[config.mk]
export PLATFORM = sky130hd
export DESIGN_NAME = serdes_deser_param
export DESIGN_NICKNAME = d
export VERILOG_FILES = /design/src/rtl/serdes_deser_param.sv
export SDC_FILE = /design/constraint.sdc
export NUM_CORES = 1
export LEC_CHECK = 0
export BUFFER_PORTS_ARGS = -buffer_cell sky130_fd_sc_hd__buf_2
export CAP_MARGIN = 10
export CORE_ASPECT_RATIO = 0.9
export CORE_MARGIN = 3
export CORE_UTILIZATION = 32
export DETAILED_ROUTE_END_ITERATION = 12
export PLACE_DENSITY = 0.51
export SLEW_MARGIN = 20
export SYNTH_ARGS = -nofsm -noshare
export SYNTH_HDL_FRONTEND = slang
export SYNTH_SLANG_ARGS = --single-unit
[constraint.sdc]
create_clock -name clkGHz -period 1.84 [get_ports clkGHz]
set_input_delay 0.092 -clock clkGHz [delete_from_list [all_inputs] [get_ports clkGHz]]
set_output_delay 0.092 -clock clkGHz [all_outputs]
set_load 0.02 [all_outputs]
[src/rtl/serdes_deser_param.sv]
// serdes_deser_param: serial-to-parallel receiver assembling WIDTH-bit words LSB- or MSB-first.
// Define SERDES_DESER_COMMA_ALIGN_EN to add automatic comma-based word alignment.
module serdes_deser_param #(
  parameter int              WIDTH     = 10,
  parameter int              LSB_FIRST = 1,
  parameter logic [WIDTH-1:0] COMMA    = WIDTH'(10'b0011111010)
) (
  input  logic             clkGHz,
  input  logic             reset,
  input  logic             data_i,
  input  logic             enable_n,
  input  logic             bitslip_i,
  output logic [WIDTH-1:0] data_o,
  output logic             ready,
  output logic             aligned_o
);

  localparam int CNT_W = (WIDTH > 2) ? $clog2(WIDTH) : 1;
  localparam logic [CNT_W-1:0] CNT_LAST = CNT_W'(WIDTH - 1);

  logic [WIDTH-1:0] win_q, win_d;
  logic [CNT_W-1:0] cnt_q, cnt_d;
  logic [WIDTH-1:0] data_q, data_d;
  logic             ready_q, ready_d;
  logic             aligned_q, aligned_d;
  logic [WIDTH-1:0] nxt;
  logic             comma_hit;

  generate
    if (LSB_FIRST != 0) begin : g_lsb
      assign nxt = {data_i, win_q[WIDTH-1:1]};
    end else begin : g_msb
      assign nxt = {win_q[WIDTH-2:0], data_i};
    end
  endgenerate

`ifdef SERDES_DESER_COMMA_ALIGN_EN
  assign comma_hit = (nxt == COMMA);
`else
  logic comma_unused;
  assign comma_unused = ^COMMA;
  assign comma_hit    = 1'b0;
`endif

  always_comb begin
    win_d     = win_q;
    cnt_d     = cnt_q;
    data_d    = data_q;
    ready_d   = 1'b0;
    aligned_d = aligned_q;
    if (!enable_n) begin
      win_d = nxt;
      // A comma match overrides both bitslip and the normal word boundary.
      if (comma_hit) begin
        data_d    = nxt;
        ready_d   = 1'b1;
        cnt_d     = '0;
        aligned_d = 1'b1;
      end else if (bitslip_i) begin
        aligned_d = 1'b0;
      end else if (cnt_q == CNT_LAST) begin
        data_d  = nxt;
        ready_d = 1'b1;
        cnt_d   = '0;
      end else begin
        cnt_d = cnt_q + CNT_W'(1);
      end
    end
  end

  always_ff @(posedge clkGHz or posedge reset) begin
    if (reset) begin
      win_q     <= '0;
      cnt_q     <= '0;
      data_q    <= '0;
      ready_q   <= 1'b0;
      aligned_q <= 1'b0;
    end else begin
      win_q     <= win_d;
      cnt_q     <= cnt_d;
      data_q    <= data_d;
      ready_q   <= ready_d;
      aligned_q <= aligned_d;
    end
  end

  assign data_o    = data_q;
  assign ready     = ready_q;
  assign aligned_o = aligned_q;

endmodule

==> metrics.cfg <==
[run_status]
status=completed

[critical_path]
worstSetupEndpointType=flip-flop
timing.critical_path.fanout_max=11
worst_path_max_delay_cell=sky130_fd_sc_hd__or3b_4
timing_worst_setup_path_type=reg2reg
sum_of_buffers_and_inverters_on_the_critical_path=0
worst_ep_arrival_time_ns=1.93
worstPathRequired_ns=2.04
critical-path-top-delay-family=simple AND/OR/NAND/NOR gates
critical_path.max_stage_delay_ns=0.50
path_cells=or3b_4, or3b_4, mux2_4
worst_setup_path_start_kind=flip-flop
cp_common_cell=sky130_fd_sc_hd__or3b_4

[sta]
rsz0062_at_grt=no
timing.fmax_mhz=579.0
fin_setup_tns_ns=0
finalClockSkew_ns=0.01196
final.min_clock_period_ns=1.727
slew_violations=0
min_period_over_period_pct=93.86
timing_hold_violations_final=0
timing.final.setup_violations=0

[route]
drt_drc_violations_left=0
detailedRoute.firstPassIterationCount=2
route.detailed.vias_per_inst=4.430
postRouteAntennaNets=0
drt_iter0_markers=12
drt_wl_total_mm=1.400
via_count=536
wl_per_cell_um=11.57

[layout]
insertedDiodeCount=0
flow.area_growth_from_synthesis_pct=18.32
layout.area.seq_um2=600.6
layout_fillers=285
post_route_cells_drive_above_1_share_pct=54.32
final_net_count=87
design_area_um2=1164
area_of_combinational_cells_with_multiple_inputs_um2=352.8

[cts]
number_of_buffers_added_by_the_clock_tree_synthesis_step=3
tritoncts=built
clock_tree.htree_level_count=1
root_buffer=sky130_fd_sc_hd__clkbuf_4
clkLatencyLatePin_ns=0.31
cts_repair_resize_count=0
ctsLongestPathBuffers=2
worst_setup_hold_path_clk_slew_ns=0.12
cts_sinks=24
cts_hold_buffers=1
postCtsSetupRepairBufs=0

[floorplan]
num_rows=18
floorplan.initialDensity_pct=34.66
io_pins=17
die_y_um=58.59
floorplan.die_area_um2=3775
floorplan.core_area_um2=2838
die_w_um=64.44

[global_route]
largest_net_degree_at_the_start_of_global_routing=25
via_count_of_the_first_global_routing_pass=561
grt_antenna_before_repair=0
grt_first_pass_wirelength_mm=2.566
global_route_usage_over_all_layers_pct=9.009
grt_overflow_total=0

[logic_synthesis]
async_flop_share_pct=100.0
postSynthAreaPerCell_um2=15.86
synthCells=62
yosys_warnings=0
synth_sequential_area_ratio_pct=61.07
synth_seq_cells=24
ys.flop_type=sky130_fd_sc_hd__dfrtp_1
synth_enable_flop_cells=0
synth.cell_area_um2=983.4
yosys.cell_types.count=19
synthesis.nets=67

[power_and_ir_drop]
max_ir_drop_vdd_mv=0.7845
power_density_normalized_to_cell_area_nw_per_um2=1574
p_leak_nw=0.5903

[worst_hold_path]
min_path_type=in2reg

[place]
place.port_buffers=15
gp_routability_congestion=0.6243
placement.cell_area_um2=1101

[job]
cap_viol_max_count=0

## kinds of logic after synthesis
logic type	after synthesis	share of synthesized area, %
other	1	0.3813
AOI/OAI and AO/OA	3	2.290
DFF	24	61.07
xor gates and xnor gates	2	1.781
buffers and inverters	5	3.054
and+or+nand+nor	8	6.234
muxes	19	25.19
## area by class of cell
type | count | area share [%]
clock buffer | 3 | 1.935
clock inverter | 1 | 2.581
inverter | 2 | 0.6452
multi-input combinational | 33 | 30.32
sequential | 24 | 51.61
tap | 40 | 4.301
timing repair buffer | 18 | 8.602
## cells in the mapped netlist, types with 2 or more instances
cell type                 number  area (um^2)
sky130_fd_sc_hd__dfrtp_1      24        600.6
sky130_fd_sc_hd__mux2_2       10        112.6
sky130_fd_sc_hd__inv_1         2        7.510
sky130_fd_sc_hd__xor2_1        2        17.52
sky130_fd_sc_hd__mux2_4        9        135.1
sky130_fd_sc_hd__or3b_4        2        22.52
## metal layers
| layer | vias up | track usage (%) | share of wire, % |
|---|---|---|---|
| met5 | - | 0 | 0 |
| met4 | 0 | 2.711 | 1.1 |
| met3 | 2 | 4.389 | 6.9 |
| met2 | 13 | 15.00 | 45 |
| met1 | 263 | 10.33 | 47 |
| li1 | 258 | - | - |
## final timing paths
path | from | to | slack [ns] | cells after the start
setup / recovery | cnt_q[0] | data_o[6] | 0.11 | 3
hold / removal | data_i | data_o[9] | 0.02 | 2
setup reg to reg | cnt_q[0] | data_o[6] | 0.11 | 3
hold reg to reg | cnt_q[0] | cnt_q[0] | 0.48 | 1
max in group asynchronous | reset | cnt_q[3] | 1.27 | 4
min in group asynchronous | reset | data_o[8] | 0.34 | 4
## registers in the layout (all words and copies together), names as in the netlist
register / cells
win_q: 9
cnt_q: 4
ready: 1
data_o: 10
## cell usage in the layout, fill, tap and decap left out, drive strengths merged, types with 2 or more instances in the layout
master	netlist	layout
buf	2	17
dfrtp	24	24
xor2	2	2
clkbuf	1	3
or3b	2	2
mux2	19	19
inv	2	2
## power breakdown
| part | internal (mW) | total [mW] | switching (mW) |
|---|---|---|---|
| Sequential | 0.729 | 0.860 | 0.131 |
| Clock | 0.220 | 0.373 | 0.152 |
| Combinational | 0.327 | 0.599 | 0.272 |
## metrics by stage
step                      util (%)  std cells  setup slack (ns)  hold WS, ns  power, mW
after floorplan                  -         62            0.1515       0.1066      1.313
after global placement       38.80        116            0.1418       0.1481      1.472
after detailed placement     38.80        116            0.1206       0.1533      1.483
after CTS                    41.01        121            0.1036     0.006197      1.866
after global routing         41.01        121           0.04124     0.008299      1.965
final                        41.01        121            0.1130      0.02448      1.831
(Power assumes the default switching activity.)
